`config.mk`:
```
export PLATFORM = sky130hd
export DESIGN_NAME = lcd_frame_writer_flat
export DESIGN_NICKNAME = d
export VERILOG_FILES = /design/src/rtl/lcd_frame_writer_pkg.sv /design/src/rtl/lcd_frame_writer_if.sv /design/src/rtl/lcd_frame_buf.sv /design/src/rtl/lcd_frame_writer.sv /design/src/flat_wrapper.sv
export SDC_FILE = /design/constraint.sdc
export NUM_CORES = 1
export LEC_CHECK = 0
export CORE_ASPECT_RATIO = 1.25
export CORE_MARGIN = 2
export CORE_UTILIZATION = 55
export DETAILED_ROUTE_END_ITERATION = 6
export DONT_BUFFER_PORTS = 1
export PLACE_DENSITY = 0.7
export SETUP_SLACK_MARGIN = 0.1
export SYNTH_ARGS = -nofsm -noshare
export SYNTH_HDL_FRONTEND = slang
export SYNTH_SLANG_ARGS = --single-unit
export TNS_END_PERCENT = 30
```
`constraint.sdc`:
```
create_clock -name CLK -period 5.1 [get_ports CLK]
set_input_delay 0 -clock CLK [delete_from_list [all_inputs] [get_ports CLK]]
set_output_delay 0 -clock CLK [all_outputs]
set_load 0.1 [all_outputs]
```
`src/rtl/lcd_frame_writer_pkg.sv`:
```
// Shared state encoding and LCD protocol constants for the frame writer.
// Every byte constant used on the serial LCD stream is kept here.
package lcd_pkg;

    typedef enum logic [3:0] {
        IDLE,
        BL_PREFIX,
        BL_VALUE,
        L1_PREFIX,
        L1_ADDR,
        L1_CHARS,
        L2_PREFIX,
        L2_ADDR,
        L2_CHARS,
        GAP,
        DONE
    } lcd_state_t;

    localparam logic [7:0] LCD_CMD    = 8'hFE;
    localparam logic [7:0] LCD_BL_CMD = 8'h7C;
    localparam logic [7:0] LINE1_ADDR = 8'h80;
    localparam logic [7:0] LINE2_ADDR = 8'hC0;
    localparam logic [7:0] BL_BASE    = 8'h80;
    localparam logic [4:0] BL_MAX     = 5'd29;
    localparam logic [7:0] SPACE_CHAR = 8'h20;

    function automatic logic [4:0] bl_sat(input logic [4:0] lvl);
        return (lvl > BL_MAX) ? BL_MAX : lvl;
    endfunction

endpackage

```
`src/rtl/lcd_frame_writer_if.sv`:
```
// Host-side buffer/request signals and FIFO-side byte stream of the frame writer.
// master = the controlling side, slave = the frame writer itself.
interface lcd_frame_writer_if;
    logic       buf_we;
    logic [4:0] buf_addr;
    logic [7:0] buf_data;
    logic       refresh;
    logic       bl_req;
    logic [4:0] bl_level;
    logic       fifo_wrfull;
    logic       fifo_wrreq;
    logic [7:0] fifo_data;
    logic       busy;
    logic       done;

    modport master (
        output buf_we, buf_addr, buf_data, refresh, bl_req, bl_level, fifo_wrfull,
        input  fifo_wrreq, fifo_data, busy, done
    );

    modport slave (
        input  buf_we, buf_addr, buf_data, refresh, bl_req, bl_level, fifo_wrfull,
        output fifo_wrreq, fifo_data, busy, done
    );
endinterface

```
`src/rtl/lcd_frame_buf.sv`:
```
// 32 x 8 character store: synchronous write, asynchronous read, clears to spaces.
// Kept as discrete registers so a reset can blank the whole frame in one cycle.
module lcd_frame_buf
    import lcd_pkg::*;
(
    input  logic       CLK,
    input  logic       rst_n,
    input  logic       we,
    input  logic [4:0] waddr,
    input  logic [7:0] wdata,
    input  logic [4:0] raddr,
    output logic [7:0] rdata
);

    logic [7:0] entry_q [32];

    genvar gi;
    generate
        for (gi = 0; gi < 32; gi++) begin : g_entry
            logic [7:0] entry_reg;

            always_ff @(posedge CLK) begin
                if (!rst_n) begin
                    entry_reg <= SPACE_CHAR;
                end else if (we && (waddr == 5'(gi))) begin
                    entry_reg <= wdata;
                end
            end

            assign entry_q[gi] = entry_reg;
        end
    endgenerate

    assign rdata = entry_q[raddr];

endmodule

```
`src/rtl/lcd_frame_writer.sv`:
```
// Streams the 2x16 character frame or a backlight command into a UART FIFO,
// with a fixed idle gap after each cursor/backlight command so the LCD can settle.
module lcd_frame_writer
    import lcd_pkg::*;
#(
    parameter int CMD_GAP = 64
) (
    input  logic               CLK,
    input  logic               rst_n,
    lcd_frame_writer_if.slave  lcd
);

    localparam int GW = (CMD_GAP > 1) ? $clog2(CMD_GAP) : 1;
    localparam logic [GW-1:0] GAP_LAST = GW'((CMD_GAP > 0) ? (CMD_GAP - 1) : 0);

    lcd_state_t    state_reg, state_next;
    lcd_state_t    ret_reg, ret_next;
    lcd_state_t    gap_target;
    logic [3:0]    char_cnt_reg, char_cnt_next;
    logic [GW-1:0] gap_cnt_reg, gap_cnt_next;
    logic [4:0]    level_reg, level_next;
    logic          refresh_pend_reg, refresh_pend_next;
    logic          bl_pend_reg, bl_pend_next;
    logic          refresh_clr, bl_clr;
    logic          emit, enter_gap;
    logic [7:0]    char_data;

    lcd_frame_buf u_frame_buf (
        .CLK   (CLK),
        .rst_n (rst_n),
        .we    (lcd.buf_we),
        .waddr (lcd.buf_addr),
        .wdata (lcd.buf_data),
        .raddr ({(state_reg == L2_CHARS), char_cnt_reg}),
        .rdata (char_data)
    );

    always_comb begin
        state_next    = state_reg;
        ret_next      = ret_reg;
        char_cnt_next = char_cnt_reg;
        gap_cnt_next  = gap_cnt_reg;
        level_next    = level_reg;
        refresh_clr   = 1'b0;
        bl_clr        = 1'b0;
        emit          = 1'b0;
        enter_gap     = 1'b0;
        gap_target    = IDLE;
        lcd.fifo_data = 8'h00;

        case (state_reg)
            IDLE: begin
                if (bl_pend_reg) begin
                    state_next = BL_PREFIX;
                    bl_clr     = 1'b1;
                    level_next = bl_sat(lcd.bl_level);
                end else if (refresh_pend_reg) begin
                    state_next  = L1_PREFIX;
                    refresh_clr = 1'b1;
                end
            end
            BL_PREFIX: begin
                emit          = 1'b1;
                lcd.fifo_data = LCD_BL_CMD;
                if (!lcd.fifo_wrfull) state_next = BL_VALUE;
            end
            BL_VALUE: begin
                emit          = 1'b1;
                lcd.fifo_data = BL_BASE + 8'(level_reg);
                enter_gap     = !lcd.fifo_wrfull;
                gap_target    = DONE;
            end
            L1_PREFIX: begin
                emit          = 1'b1;
                lcd.fifo_data = LCD_CMD;
                if (!lcd.fifo_wrfull) state_next = L1_ADDR;
            end
            L1_ADDR: begin
                emit          = 1'b1;
                lcd.fifo_data = LINE1_ADDR;
                enter_gap     = !lcd.fifo_wrfull;
                gap_target    = L1_CHARS;
            end
            L1_CHARS: begin
                emit          = 1'b1;
                lcd.fifo_data = char_data;
                if (!lcd.fifo_wrfull) begin
                    char_cnt_next = char_cnt_reg + 4'd1;
                    if (char_cnt_reg == 4'd15) state_next = L2_PREFIX;
                end
            end
            L2_PREFIX: begin
                emit          = 1'b1;
                lcd.fifo_data = LCD_CMD;
                if (!lcd.fifo_wrfull) state_next = L2_ADDR;
            end
            L2_ADDR: begin
                emit          = 1'b1;
                lcd.fifo_data = LINE2_ADDR;
                enter_gap     = !lcd.fifo_wrfull;
                gap_target    = L2_CHARS;
            end
            L2_CHARS: begin
                emit          = 1'b1;
                lcd.fifo_data = char_data;
                if (!lcd.fifo_wrfull) begin
                    char_cnt_next = char_cnt_reg + 4'd1;
                    if (char_cnt_reg == 4'd15) state_next = DONE;
                end
            end
            GAP: begin
                if (gap_cnt_reg == GAP_LAST) state_next   = ret_reg;
                else                         gap_cnt_next = gap_cnt_reg + 1'b1;
            end
            DONE:    state_next = IDLE;
            default: state_next = IDLE;
        endcase

        // A zero-length gap goes straight to the resume state.
        if (enter_gap) begin
            if (CMD_GAP == 0) begin
                state_next = gap_target;
            end else begin
                state_next   = GAP;
                ret_next     = gap_target;
                gap_cnt_next = '0;
            end
        end

        // A request seen on the clearing edge is kept for the next round.
        refresh_pend_next = lcd.refresh | (refresh_pend_reg & ~refresh_clr);
        bl_pend_next      = lcd.bl_req  | (bl_pend_reg & ~bl_clr);
    end

    assign lcd.fifo_wrreq = emit & ~lcd.fifo_wrfull;
    assign lcd.busy       = (state_reg != IDLE);
    assign lcd.done       = (state_reg == DONE);

    always_ff @(posedge CLK) begin
        if (!rst_n) begin
            state_reg        <= IDLE;
            ret_reg          <= IDLE;
            char_cnt_reg     <= '0;
            gap_cnt_reg      <= '0;
            level_reg        <= '0;
            refresh_pend_reg <= 1'b0;
            bl_pend_reg      <= 1'b0;
        end else begin
            state_reg        <= state_next;
            ret_reg          <= ret_next;
            char_cnt_reg     <= char_cnt_next;
            gap_cnt_reg      <= gap_cnt_next;
            level_reg        <= level_next;
            refresh_pend_reg <= refresh_pend_next;
            bl_pend_reg      <= bl_pend_next;
        end
    end

endmodule

```
`src/flat_wrapper.sv`:
```
// flat-port wrapper written by rule: the top's interface ports become plain ports
module lcd_frame_writer_flat import lcd_pkg::*;
#(
    parameter int CMD_GAP = 64
)
  (CLK, rst_n, lcd_buf_we, lcd_buf_addr, lcd_buf_data, lcd_refresh, lcd_bl_req, lcd_bl_level, lcd_fifo_wrfull, lcd_fifo_wrreq, lcd_fifo_data, lcd_busy, lcd_done);
  lcd_frame_writer_if lcd_i ();
  input  logic CLK;
  input  logic rst_n;
  input wire logic [$bits(lcd_i.buf_we)-1:0] lcd_buf_we;
  input wire logic [$bits(lcd_i.buf_addr)-1:0] lcd_buf_addr;
  input wire logic [$bits(lcd_i.buf_data)-1:0] lcd_buf_data;
  input wire logic [$bits(lcd_i.refresh)-1:0] lcd_refresh;
  input wire logic [$bits(lcd_i.bl_req)-1:0] lcd_bl_req;
  input wire logic [$bits(lcd_i.bl_level)-1:0] lcd_bl_level;
  input wire logic [$bits(lcd_i.fifo_wrfull)-1:0] lcd_fifo_wrfull;
  output wire logic [$bits(lcd_i.fifo_wrreq)-1:0] lcd_fifo_wrreq;
  output wire logic [$bits(lcd_i.fifo_data)-1:0] lcd_fifo_data;
  output wire logic [$bits(lcd_i.busy)-1:0] lcd_busy;
  output wire logic [$bits(lcd_i.done)-1:0] lcd_done;
  assign lcd_i.buf_we = lcd_buf_we;
  assign lcd_i.buf_addr = lcd_buf_addr;
  assign lcd_i.buf_data = lcd_buf_data;
  assign lcd_i.refresh = lcd_refresh;
  assign lcd_i.bl_req = lcd_bl_req;
  assign lcd_i.bl_level = lcd_bl_level;
  assign lcd_i.fifo_wrfull = lcd_fifo_wrfull;
  assign lcd_fifo_wrreq = lcd_i.fifo_wrreq;
  assign lcd_fifo_data = lcd_i.fifo_data;
  assign lcd_busy = lcd_i.busy;
  assign lcd_done = lcd_i.done;
  lcd_frame_writer #(.CMD_GAP(CMD_GAP)) u_core (.CLK(CLK), .rst_n(rst_n), .lcd(lcd_i));
endmodule
```
==> impl_metrics.tcl <==
set metrics [dict create \
    drc 0 \
    num_vias 10292 \
    num_rows 64 \
    hold_path_end "u_core.u_frame_buf.g_entry[26].entry_reg[5]" \
    p_per_area_nw_per_um2 358 \
    p_int_uw 3890 \
    portBuffers 0 \
    nets 1386 \
    syn_nets 1406 \
    critPathKind "reg -> out" \
    r2r_setup_slack_ns 2.55 \
    area_growth_pct 13.0 \
    drt-initial-drc-count 893 \
    fin_crit_sh_pct 68.0 \
    synth.avg_cell_area_um2 9.78 \
    synth_common_cells "dfxtp_1, mux2i_1, nand2_1" \
    cts.sink_count 280 \
    reg2reg_depth 5 \
    rsz0062_at_grt "no" \
    synth_edf_count 0 \
    power.leakage_uw 0.00524 \
    p_clk_share_pct 41.5 \
    dr.pass1.iters 5 \
    path_max_fanout 50 \
    cts_max_level 1 \
    worstPathArrival_ns 3.47 \
    drive_gt1_share_pct 12.7 \
    synthTopCellsByArea "dfxtp_1, mux2i_1, mux4_2" \
    yosysWarnings 0 \
    drtAntennaViolNets 0 \
    clk_latency_ns 0.54 \
    layout_setup_ws_ns 1.63 \
    fp.dieW_um 144 \
    initial_core_util_pct 55.6 \
    synthesis.area_um2 13500 \
    cap_violations 0 \
    period_needed_ns 3.47 \
    antenna_found_initial 1 \
    wl_per_cell_um 21.0 \
    worstMarginPinSlew_ns 1.22 \
    ios 35 \
    max_clock_freq_mhz 289 \
    cts_buffer_depth 3 \
    ir_worst_vdd_mv 0.275 \
    r2r_end "u_core.state_reg[1]" \
    crit_path_end_kind "output port" \
    critPathLaunchType "register" \
    synthCells 1380 \
    met1_length_um 15700 \
    slew_violations 0 \
    synth.most_common_cell "dfxtp_1" \
    grt_pass1_vias 9966 \
    numCtsBuffers 29 \
    clkTransAtPathRegs_ns 0.06 \
    holdPathStages 4 \
    status "completed" \
    place.gp.congestion 0.851 \
    hold_start "lcd_buf_addr[3]" \
    async_flop_share_pct 0 \
    setup_tns_ns 0 \
    finClkSkew_ns 0.00710 \
    synth.top_cell.area_share_pct 41.5 \
    grt_pass1_wl_um 56100 \
    switchingPower_uw 1570 \
    grt.total_usage_pct 28.0 \
    clockRootBuffer "clkbuf_16" \
    yosysTopAreaCell "dfxtp_1" \
    die_area_um2 25800 \
    wl_met3_um 2360 \
    ys_ff_latch 280 \
    hold_violations 0 \
    wl_met2_um 16800 \
    grt_max_degree 274 \
    r2r_start "u_core.char_cnt_reg[0]" \
    cts_tree "done" \
    switching_share_pct 28.8 \
    seq_power_share_pct 42.5 \
    hold_path_class "in -> reg" \
    combPwrFrac_pct 16.0 \
    preCtsSetupSlack_ns 2.19 \
    via_per_inst 6.01 \
    grt-ovfl-total 0 \
    yosys_most_used_dff "dfxtp_1" \
    dr.max_layer_used "met4" \
    dp_hpwl_um 21600 \
    synth_seq_area_share_pct 41.5 \
    required_ns 5.10 \
    die_h_um 179 \
    largest_register_ffs 256 \
    slew_headroom_pct 18.9 \
    coreArea_um2 24300 \
    wirelength_um 36000 \
    setup_viol 0 \
    synthDistinctLibCells 63 \
]
routing by layer:
metal,track usage [%],vias to the layer above
li1,-,4814
met1,37.5,5036
met2,46.1,374
met3,4.38,68
met4,9.64,0
met5,0,-
power by group through the flow:
stage,logic [uW],registers [uW],clock network [uW]
global route,920,2330,2380
detailed placement,756,2370,0
floorplan,718,2290,0
global placement,752,2370,0
finish,873,2320,2270
CTS,866,2320,2300
worst max-delay path by stage:
stage          cells past startpoint               end  slack, ns                    from
2_1_floorplan                      7  lcd_fifo_data[1]       1.66  u_core.char_cnt_reg[2]
6_report                           6  lcd_fifo_data[5]       1.63  u_core.char_cnt_reg[0]
3_3_place_gp                       6  lcd_fifo_data[5]       2.22  u_core.char_cnt_reg[0]
3_5_place_dp                       6  lcd_fifo_data[5]       2.19  u_core.char_cnt_reg[0]
5_1_grt                            6  lcd_fifo_data[5]       1.48  u_core.char_cnt_reg[0]
4_1_cts                            6  lcd_fifo_data[5]       1.61  u_core.char_cnt_reg[0]
cell type report:
| class | count | area, um^2 |
|---|---|---|
| Antenna cell | 1 | 2.50 |
| Clock buffer | 43 | 838 |
| Clock inverter | 10 | 184 |
| Fill cell | 2003 | 9010 |
| Inverter | 7 | 26.3 |
| Multi-Input combinational cell | 978 | 7430 |
| Sequential cell | 280 | 5610 |
| Tap cell | 330 | 413 |
| Timing Repair Buffer | 64 | 748 |
worst max-delay path, cell delays in order (launching register included):
cell     delay (ns)
dfxtp_4        0.98
buf_12         0.35
mux4_2         0.27
nand2_1        0.06
nand2_1        0.16
a21oi_1        0.11
o21ai_2        0.95
placed cells by master (no fill, tap or decap), drive strengths merged, types with 3 or more instances in the layout:
cell         instances
and3                 3
nor3                 9
mux2                 8
a21oi               28
a211oi               6
mux2i              192
buf                 24
nand2              177
o21ai               18
a21boi              86
xor2                 6
a22oi                7
clkinv               3
o21a                 5
a41oi                3
nor2                35
nand4b               3
nand4               10
dfxtp              280
a31oi                4
bufinv               5
xnor2                5
nand2b               4
nand3              122
dlygate4sd3         39
nor2b              154
or3                  4
and2                 6
a311oi               3
clkbuf              44
inv                  9
mux4                52
through the flow:
step | area (um^2) | instances | util [%] | power, uW | hold slack, ns
5_1_grt | 15200 | 1713 | 62.8 | 5630 | 0.0552
4_1_cts | 15200 | 1712 | 62.8 | 5480 | 0.0248
3_5_place_dp | 13600 | 1611 | 56.2 | 3120 | 0.100
6_report | 15200 | 1713 | 62.8 | 5460 | 0.0415
2_1_floorplan | 13500 | 1380 | - | 3010 | 0.124
3_3_place_gp | 13600 | 1611 | 56.2 | 3120 | 0.0868
cells by family (layout without fill, tap and decap cells):
| family | after synthesis | after routing | share of synthesized area [%] |
|---|---|---|---|
| buf+inv | 122 | 124 | 3.98 |
| fa+ha+maj | 2 | 2 | 0.185 |
| mux | 252 | 252 | 23.6 |
| simple gates | 539 | 539 | 20.8 |
| compound gates | 174 | 174 | 9.19 |
| flops | 280 | 280 | 41.5 |
| xor+xnor | 11 | 11 | 0.714 |
| other cells | 0 | 1 | 0 |
timing repair:
| action | 4_1_cts | 5_1_grt |
|---|---|---|
| hold buffers | 48 | 0 |
| resized for setup | 0 | 0 |
| buffers inserted | 0 | 0 |
| hold endpoints to repair | 280 | 0 |
(Power assumes the default switching activity.)
